[src/rtl/msx_io_pkg.sv]
// Shared types and helpers for the MSX joystick-port mouse emulation.
package msx_io_pkg;

  typedef enum logic [1:0] {
    NX_H = 2'd0,
    NX_L = 2'd1,
    NY_H = 2'd2,
    NY_L = 2'd3
  } nibble_state_t;

  localparam logic signed [7:0] MSX_MOUSE_MAX = 8'sh7F;
  localparam logic signed [7:0] MSX_MOUSE_MIN = 8'sh80;

  // Clamp a 10-bit intermediate sum to the 8-bit range the MSX protocol can carry.
  function automatic logic signed [7:0] sat8(input logic signed [9:0] v);
    logic signed [9:0] hi;
    logic signed [9:0] lo;
    hi = {2'b00, MSX_MOUSE_MAX};
    lo = {2'b11, MSX_MOUSE_MIN};
    if (v > hi) begin
      sat8 = MSX_MOUSE_MAX;
    end else if (v < lo) begin
      sat8 = MSX_MOUSE_MIN;
    end else begin
      sat8 = v[7:0];
    end
  endfunction

endpackage

[src/rtl/mouse_axis_acc.sv]
// One motion axis: saturating accumulator plus the snapshot read out by the
// nibble sequence. A packet arriving with a snapshot is folded into the fresh count.
module mouse_axis_acc
  import msx_io_pkg::*;
(
  input  logic              clk_sys,
  input  logic              reset,
  input  logic              pkt_valid,
  input  logic signed [9:0] delta,
  input  logic              snap_take,
  output logic signed [7:0] acc,
  output logic signed [7:0] snap
);

  logic signed [7:0] acc_q, acc_d;
  logic signed [7:0] snap_q, snap_d;
  logic signed [9:0] base_s;
  logic signed [9:0] sum_s;

  always_comb begin
    base_s = 10'sd0;
    sum_s  = 10'sd0;
    snap_d = snap_q;
    if (snap_take) begin
      base_s = 10'sd0;
      snap_d = acc_q;
    end else begin
      base_s = {{2{acc_q[7]}}, acc_q};
      snap_d = snap_q;
    end
    if (pkt_valid) begin
      sum_s = base_s + delta;
    end else begin
      sum_s = base_s;
    end
    acc_d = sat8(sum_s);
  end

  always_ff @(posedge clk_sys) begin
    if (reset) begin
      acc_q  <= 8'sd0;
      snap_q <= 8'sd0;
    end else begin
      acc_q  <= acc_d;
      snap_q <= snap_d;
    end
  end

  assign acc  = acc_q;
  assign snap = snap_q;

endmodule

[src/rtl/msx_mouse_port.sv]
// PS/2 mouse packets to MSX joystick-port mouse nibbles, clocked by the PSG
// strobe; also arbitrates mouse versus joystick ownership of the port.
module msx_mouse_port
  import msx_io_pkg::*;
#(
  parameter int CLK_HZ     = 21477270,
  parameter int TIMEOUT_US = 1500
) (
  input  logic        clk_sys,
  input  logic        reset,
  input  logic [24:0] ps2_mouse,
  input  logic        strobe,
  input  logic        joy_activity,
  output logic [5:0]  data,
  output logic        use_mouse
);

  localparam int TO_CNT = CLK_HZ / 1000000 * TIMEOUT_US;
  localparam int CW     = $clog2(TO_CNT + 1);
  localparam logic [CW-1:0] TO_MAX = CW'(TO_CNT);

  logic s1_q, s2_q, s3_q;
  logic tog_q;
  nibble_state_t state_q, state_d, cur_state_s;
  logic [CW-1:0] cnt_q, cnt_d;
  logic [5:0] data_q, data_d;
  logic use_mouse_q, use_mouse_d;
  logic edge_s, pkt_s, expired_s, snap_take_s;
  logic signed [9:0] delta_x_s, delta_y_s;
  logic signed [7:0] acc_x, acc_y, snap_x, snap_y;
  logic unused_bits;

  // While in reset the synchroniser is preloaded so no phantom edge follows release.
  always_ff @(posedge clk_sys) begin
    if (reset) begin
      s1_q <= strobe;
      s2_q <= strobe;
      s3_q <= strobe;
    end else begin
      s1_q <= strobe;
      s2_q <= s1_q;
      s3_q <= s2_q;
    end
  end

  // Tracks the packet toggle continuously so a stale toggle never counts as a packet.
  always_ff @(posedge clk_sys) begin
    tog_q <= ps2_mouse[24];
  end

  assign edge_s      = s2_q ^ s3_q;
  assign pkt_s       = ps2_mouse[24] ^ tog_q;
  assign expired_s   = (cnt_q == TO_MAX);
  assign cur_state_s = expired_s ? NX_H : state_q;
  assign snap_take_s = edge_s && (cur_state_s == NX_H);

  // MSX counts positive motion to the left, the opposite of PS/2 X.
  assign delta_x_s = -$signed({ps2_mouse[4], ps2_mouse[4], ps2_mouse[15:8]});
  assign delta_y_s = $signed({ps2_mouse[5], ps2_mouse[5], ps2_mouse[23:16]});

  always_comb begin
    state_d     = state_q;
    cnt_d       = cnt_q;
    data_d      = data_q;
    use_mouse_d = use_mouse_q;
    if (edge_s) begin
      cnt_d = '0;
      case (cur_state_s)
        NX_H: begin
          data_d[3:0] = acc_x[7:4];
          state_d     = NX_L;
        end
        NX_L: begin
          data_d[3:0] = snap_x[3:0];
          state_d     = NY_H;
        end
        NY_H: begin
          data_d[3:0] = snap_y[7:4];
          state_d     = NY_L;
        end
        NY_L: begin
          data_d[3:0] = snap_y[3:0];
          state_d     = NX_H;
        end
        default: begin
          data_d[3:0] = 4'hF;
          state_d     = NX_H;
        end
      endcase
    end else if (expired_s) begin
      state_d = NX_H;
    end else begin
      cnt_d = cnt_q + CW'(1);
    end
    if (pkt_s) begin
      data_d[5:4] = ~ps2_mouse[1:0];
    end else begin
      data_d[5:4] = data_q[5:4];
    end
    if (joy_activity) begin
      use_mouse_d = 1'b0;
    end else if (pkt_s) begin
      use_mouse_d = 1'b1;
    end else begin
      use_mouse_d = use_mouse_q;
    end
  end

  always_ff @(posedge clk_sys) begin
    if (reset) begin
      state_q     <= NX_H;
      cnt_q       <= TO_MAX;
      data_q      <= 6'b111111;
      use_mouse_q <= 1'b0;
    end else begin
      state_q     <= state_d;
      cnt_q       <= cnt_d;
      data_q      <= data_d;
      use_mouse_q <= use_mouse_d;
    end
  end

  mouse_axis_acc u_acc_x (
    .clk_sys   (clk_sys),
    .reset     (reset),
    .pkt_valid (pkt_s),
    .delta     (delta_x_s),
    .snap_take (snap_take_s),
    .acc       (acc_x),
    .snap      (snap_x)
  );

  mouse_axis_acc u_acc_y (
    .clk_sys   (clk_sys),
    .reset     (reset),
    .pkt_valid (pkt_s),
    .delta     (delta_y_s),
    .snap_take (snap_take_s),
    .acc       (acc_y),
    .snap      (snap_y)
  );

  // X high comes straight from the accumulator as it is captured; Y is read later.
  assign unused_bits = ^{ps2_mouse[7:6], ps2_mouse[3:2], acc_y, snap_x[7:4]};

  assign data      = data_q;
  assign use_mouse = use_mouse_q;

endmodule

[config.mk]
export PLATFORM = sky130hd
export DESIGN_NAME = msx_mouse_port
export DESIGN_NICKNAME = d
export VERILOG_FILES = /design/src/rtl/msx_io_pkg.sv /design/src/rtl/mouse_axis_acc.sv /design/src/rtl/msx_mouse_port.sv
export SDC_FILE = /design/constraint.sdc
export NUM_CORES = 1
export LEC_CHECK = 0
export ABC_CLOCK_PERIOD_IN_PS = 4500
export BUFFER_PORTS_ARGS = -buffer_cell sky130_fd_sc_hd__buf_2
export CAP_MARGIN = 15
export CELL_PAD_IN_SITES_DETAIL_PLACEMENT = 2
export CELL_PAD_IN_SITES_GLOBAL_PLACEMENT = 2
export CORE_ASPECT_RATIO = 2
export CORE_MARGIN = 4
export CORE_UTILIZATION = 32
export DETAILED_ROUTE_END_ITERATION = 7
export HOLD_SLACK_MARGIN = 0.02
export PLACE_DENSITY = 0.87
export SLEW_MARGIN = 15
export SYNTH_ARGS = -nofsm -noshare
export SYNTH_HDL_FRONTEND = slang
export SYNTH_SLANG_ARGS = --single-unit
[constraint.sdc]
create_clock -name clk_sys -period 4.5 [get_ports clk_sys]
set_input_delay 0.45 -clock clk_sys [delete_from_list [all_inputs] [get_ports clk_sys]]
set_output_delay 0.45 -clock clk_sys [all_outputs]
set_load 0.05 [all_outputs]
### Word level (Yosys, flattened, before mapping)

Cells that the tools add are included.
Widths: inputs -> output; s select.

* add/subtract/negate cells: 4
* $lt $le $gt $ge: 4
* equality and inequality tests: 5
* mux-type cells: 16
* bitwise gates (word level): 3
* reductions and logical operators: 6

Operator list (number)
* $mux 10: 4
* $mux 15: 2
* $gt 10x8->1 const B: 2
* $lt 10x8->1 const B: 2
* $mux 8: 2
* $pmux 4 s4: 1
* $add 15x1->15 const B: 1
* $eq 15x15->1 const B: 1
* $mux 7: 2
* $add 10x10->10: 1
* $add 10x9->10: 1
* $neg 9->10: 1
* $pmux 2 s4: 1
* $reduce_or 2->1: 4
* $eq 2x2->1 const B: 2
* $mux 2: 2
* $eq 2x1->1 const B: 1
* $logic_not 2->1: 1
* $mux 1: 2
* $ne 2x2->1 const B: 1
* $not 2->2: 1
* $xor 1x1->1: 2
* $logic_and 1x1->1: 1

* register bits: 56
* word-level logic and storage cells: 54

### Logic depth before layout (Yosys ltp)

* depth in word-level cells: 10
* gate-level depth with buffers: 21
* gate-level depth less buffers: 18

### Hierarchy

Synthesis repeated with hierarchy kept, for this count alone.

* cell total of the unflattened synthesis: 430
* area, all modules: 3908.7 um^2

Modules (own cells, without submodules)
* mouse_axis_acc: times used 2, cells each 129, area each 1199.9 um^2, seq. area each 320.3 um^2
* msx_mouse_port: times used 1, cells each 172, area each 1508.9 um^2, seq. area each 560.5 um^2

### Worst setup path after synthesis

No wires, ideal clock.

* kind: flip-flop to flip-flop
* start point: register cnt_q[0]
* end point: register u_acc_x.acc_q[1], in the netlist u_acc_x.acc[1]
* setup time: 133 ps
* data arrival time: 4230 ps
* required time: 4367 ps
* path slack: 137 ps
* cell stages (with the launch flop): 22
* buffers on the path: 3
* clock period less this slack: 4363 ps
* path through: dfxtp_1 > inv_1 > ha_1 > nor4b_1 > nand3_1 > nand2_1 > ha_1 > nand2_1 > clkbuf_1 > clkbuf_1 > clkbuf_1 > nand2_1 > ha_1 > inv_1 > fa_1 > a211oi_1 > o21bai_1 > a2111oi_2 > nor3_1 > or2_2 > o221ai_4 > a31oi_1

* word-level cells in the longest chain between the ends: 10
* elaborated cells on any way between the ends: 11
* those cells by class: 1 x add/sub; 2 x order compare; 1 x eq/ne; 5 x mux; 2 x reduce/logical

RTL lines
* start, declared: line msx_mouse_port.sv:25 `logic [CW-1:0] cnt_q, cnt_d;`
* start signal, assigned: line msx_mouse_port.sv:117 `cnt_q <= cnt_d;`
* $eq 15x15->1 (*): line msx_mouse_port.sv:53 `assign expired_s = (cnt_q == TO_MAX);`
* $mux 2 (*)
* $logic_not 2->1 (*): line msx_mouse_port.sv:55 `assign snap_take_s = edge_s && (cur_state_s == NX_H);`
* $logic_and 1x1->1 (*): line msx_mouse_port.sv:55
* $mux 10 (*): line mouse_axis_acc.sv:24 `if (snap_take) begin`
* $add 10x10->10: line mouse_axis_acc.sv:32 `sum_s = base_s + delta;`
* $mux 10 (*): line mouse_axis_acc.sv:31 `if (pkt_valid) begin`
* $lt 10x8->1: line msx_io_pkg.sv:22 `end else if (v < lo) begin`
* $mux 8: line msx_io_pkg.sv:22
* $mux 7 (*): line msx_io_pkg.sv:20 `if (v > hi) begin`
* end signal, assigned: line mouse_axis_acc.sv:41 `acc_q <= 8'sd0;`
* end signal, assigned: line mouse_axis_acc.sv:44 `acc_q <= acc_d;`
* end, declared: line mouse_axis_acc.sv:15 `logic signed [7:0] acc_q, acc_d;`

Mark *: on every way between the ends. The rest lies on a longest branch, timed or not.
A chain may end at the register's enable or synchronous reset.

### Worst setup path after layout

* start point: register cnt_q[0]
* end point: register u_acc_y.acc_q[5], in the netlist u_acc_y.acc[5]

* word-level cells in the longest chain between the ends: 10
* elaborated cells on any way between the ends: 11
* those cells by class: 1 x add/sub; 2 x order compare; 1 x eq/ne; 5 x mux; 2 x reduce/logical

RTL lines (line)
* $eq 15x15->1 (*): msx_mouse_port.sv:53
* $mux 2 (*)
* $logic_not 2->1 (*): msx_mouse_port.sv:55
* $logic_and 1x1->1 (*): msx_mouse_port.sv:55
* $mux 10 (*): mouse_axis_acc.sv:24
* $add 10x9->10: mouse_axis_acc.sv:32
* $mux 10 (*): mouse_axis_acc.sv:31
* $lt 10x8->1: msx_io_pkg.sv:22
* $mux 8: msx_io_pkg.sv:22
* $mux 7 (*): msx_io_pkg.sv:20
* end signal, assigned: mouse_axis_acc.sv:41
* end signal, assigned: mouse_axis_acc.sv:44
* end, declared: mouse_axis_acc.sv:15

Marked as above.

==> flow_metrics.tcl <==
set metrics [dict create \
    cts_root_buf "clkbuf_16" \
    grt_pass1_wl_um 18700 \
    worst-path-max-fanout 16 \
    required_ps 4720 \
    ys_types 48 \
    synth-seq-cells 56 \
    grt_max_degree 48 \
    route.detailed.drc 0 \
    area_growth_pct 16.6 \
    power_density_mw_per_mm2 526 \
    use_met1_pct 18.6 \
    worstHoldStart "strobe" \
    fin_util_pct 38.5 \
    final_cells 606 \
    synth_top_area_share_pct 32.2 \
    multi_input_area_sq_mm 0.00226 \
    place_hpwl_um 8590 \
    fillers 1208 \
    crit_path_start "cnt_q[0]" \
    fin_skew_ps 6.15 \
    grt_pass1_vias 3857 \
    end_kind "flop" \
    period_needed_ps 4170 \
    regArea_sq_mm 0.00112 \
    rsz0062_at_grt "false" \
    syn_nets 486 \
    synth_warnings 0 \
    core_area_sq_mm 0.0105 \
    vias 3328 \
    avgSynthCellArea_sq_um 8.07 \
    clock_sinks 56 \
    ant_nets 0 \
    place_inst 597 \
    holdCritPathClass "input port to flop" \
    ys_async_sr_fraction_pct 0 \
    yosysTopAreaCell "dfxtp_1" \
    max_cap_violations 0 \
    rows 53 \
    nets 523 \
    synth-edff-count 0 \
    insertedDiodeCount 0 \
    maxSlewHeadroom_pct 42.4 \
    post_dp_cell_area_sq_mm 0.00385 \
    hold_viol 0 \
    synthTopCellsByCount "dfxtp_1, nand2_1, a21oi_1" \
    use_met3_pct 1.85 \
    numCtsBuffers 5 \
    cts.path.max_buffers 2 \
    drt-pass1-iter-count 4 \
    routed_wl_um 11200 \
    synth_ff_type "dfxtp_1" \
    synthCells 431 \
    yosysSeqAreaShare_pct 32.2 \
    max_freq_mhz 240 \
    die_h_um 155 \
    synth_area_leaders "dfxtp_1, ha_1, a21oi_1" \
    ctsHtreeMaxLevel 2 \
    antenna_found_initial 0 \
    grt_usage_pct 18.7 \
    start_util_pct 33.0 \
    maxSlewViolCount 0 \
    setup_viol 0 \
    io_buffers 31 \
    worstSkewPairLatency_ps 300 \
    met2_usage_pct 37.6 \
    cts_tree "yes" \
    criticalPathCategory "flop to flop" \
    drt_iter0_drc 67 \
    power_leakage_nw 1.72 \
    vias_per_cell 5.49 \
    ir_drop_v 0.000199 \
    boundaryPins 36 \
    hold_buffers 0 \
    status "completed" \
    timing.rr.start "cnt_q[0]" \
    path_clk_slew_ps 80 \
    gp_congestion 0.798 \
    dieArea_sq_mm 0.0127 \
    yosysMostFrequentCell "dfxtp_1" \
    syn_area_sq_mm 0.00348 \
    gr-total-overflow 0 \
    start_kind "flop" \
    finalCritPeriodShare_pct 92.7 \
    whs_ps 263 \
    worst_pin_slew_ps 863 \
    busiest_layer "met2" \
    wire_per_inst_um 18.5 \
    drive_gt1_share_pct 14.5 \
    setup-tns-final_ps 0 \
    final_cell_area_sq_mm 0.00406 \
    critPathArrivalTime_ps 4390 \
    die_width_um 81.7 \
]
==> critical path: stages (launching register included) <==
cell      delay, ps
dfxtp_1         420
inv_1            70
ha_1            190
nor4b_1         140
nand3_1         130
nand2_1         100
ha_1            270
nand2_2         170
buf_4           240
and2_1          150
ha_1            240
inv_1            80
fa_1            420
nor2b_2         210
o221ai_1        160
a31oi_1         270
buf_4           160
nor3_2           60
nor2_4          220
a22oi_1         150
o22ai_1         220
==> layout by cell type, fill, tap and decap left out, types with 7 or more instances in the layout <==
master   count
a21o_1      13
a21oi_1     40
a31oi_1      7
and2_1      15
buf_2       31
buf_4       13
dfxtp_1     56
ha_1        24
inv_1       25
nand2_1     48
nand3_1     12
nor2_1      36
nor3_1      13
o211a_1      7
o21ai_0     17
xnor2_1     14
xor2_1       9
==> layout make-up <==
class	instances	area share, %
Clock buffer	5	3.09
Clock inverter	3	0.710
Inverter	25	2.31
Multi-Input combinational cell	336	55.8
Sequential cell	56	27.6
Tap cell	137	4.23
Timing Repair Buffer	44	6.23
==> cells by family after synthesis <==
logic type	synth area share [%]
compound gates	26.1
xor+xnor	6.51
simple gates	21.2
flops	32.2
fa+ha+maj	9.78
buf+inv	4.21
==> state kept, by name, summed over array words and instances, names as in the netlist <==
signal / flops
cnt_q: 15
u_acc_x.acc: 8
u_acc_y.acc: 8
u_acc_y.snap: 8
data: 6
u_acc_x.snap: 4
state_q: 2
s1_q: 1
s2_q: 1
s3_q: 1
tog_q: 1
use_mouse: 1
==> metal layers <==
| metal | wire [um] | part of all wire, % | up-vias |
|---|---|---|---|
| li1 | - | - | 1602 |
| met1 | 4000 | 36 | 1669 |
| met2 | 6730 | 60 | 37 |
| met3 | 167 | 1.5 | 20 |
| met4 | 306 | 2.7 | 0 |
| met5 | 0 | 0 | - |
==> path summary, 6_finish.rpt <==
check / end / slack (ps) / cells after the start
setup / recovery: u_acc_y.acc[5] / 330 / 20
hold / removal: s1_q / 260 / 1
setup reg to reg: u_acc_y.acc[5] / 330 / 20
hold reg to reg: u_acc_x.snap[3] / 470 / 2
==> where the power goes <==
group / leakage [nW] / internal, mW / switching, mW
registers: 0.463 / 0.597 / 0.0746
logic: 1.18 / 0.407 / 0.631
clock network: 0.0767 / 0.215 / 0.207
total: 1.72 / 1.22 / 0.913
==> what timing repair did <==
| item | 4_1_cts | 5_1_grt |
|---|---|---|
| setup buffers | 0 | 1 |
| hold endpoints to repair | 0 | 0 |
| setup endpoints to repair | 0 | 15 |
| gates resized for setup | 0 | 9 |
==> per-stage QoR <==
stage / worst slack, ps / power (mW)
final: 330 / 2.13
after global routing: 17.8 / 2.30
after CTS: 22.5 / 2.13
after floorplan: 137 / 1.39
after detailed placement: 76.6 / 1.69
after global placement: 296 / 1.62
No activity file was read; power rests on OpenSTA's default activity.
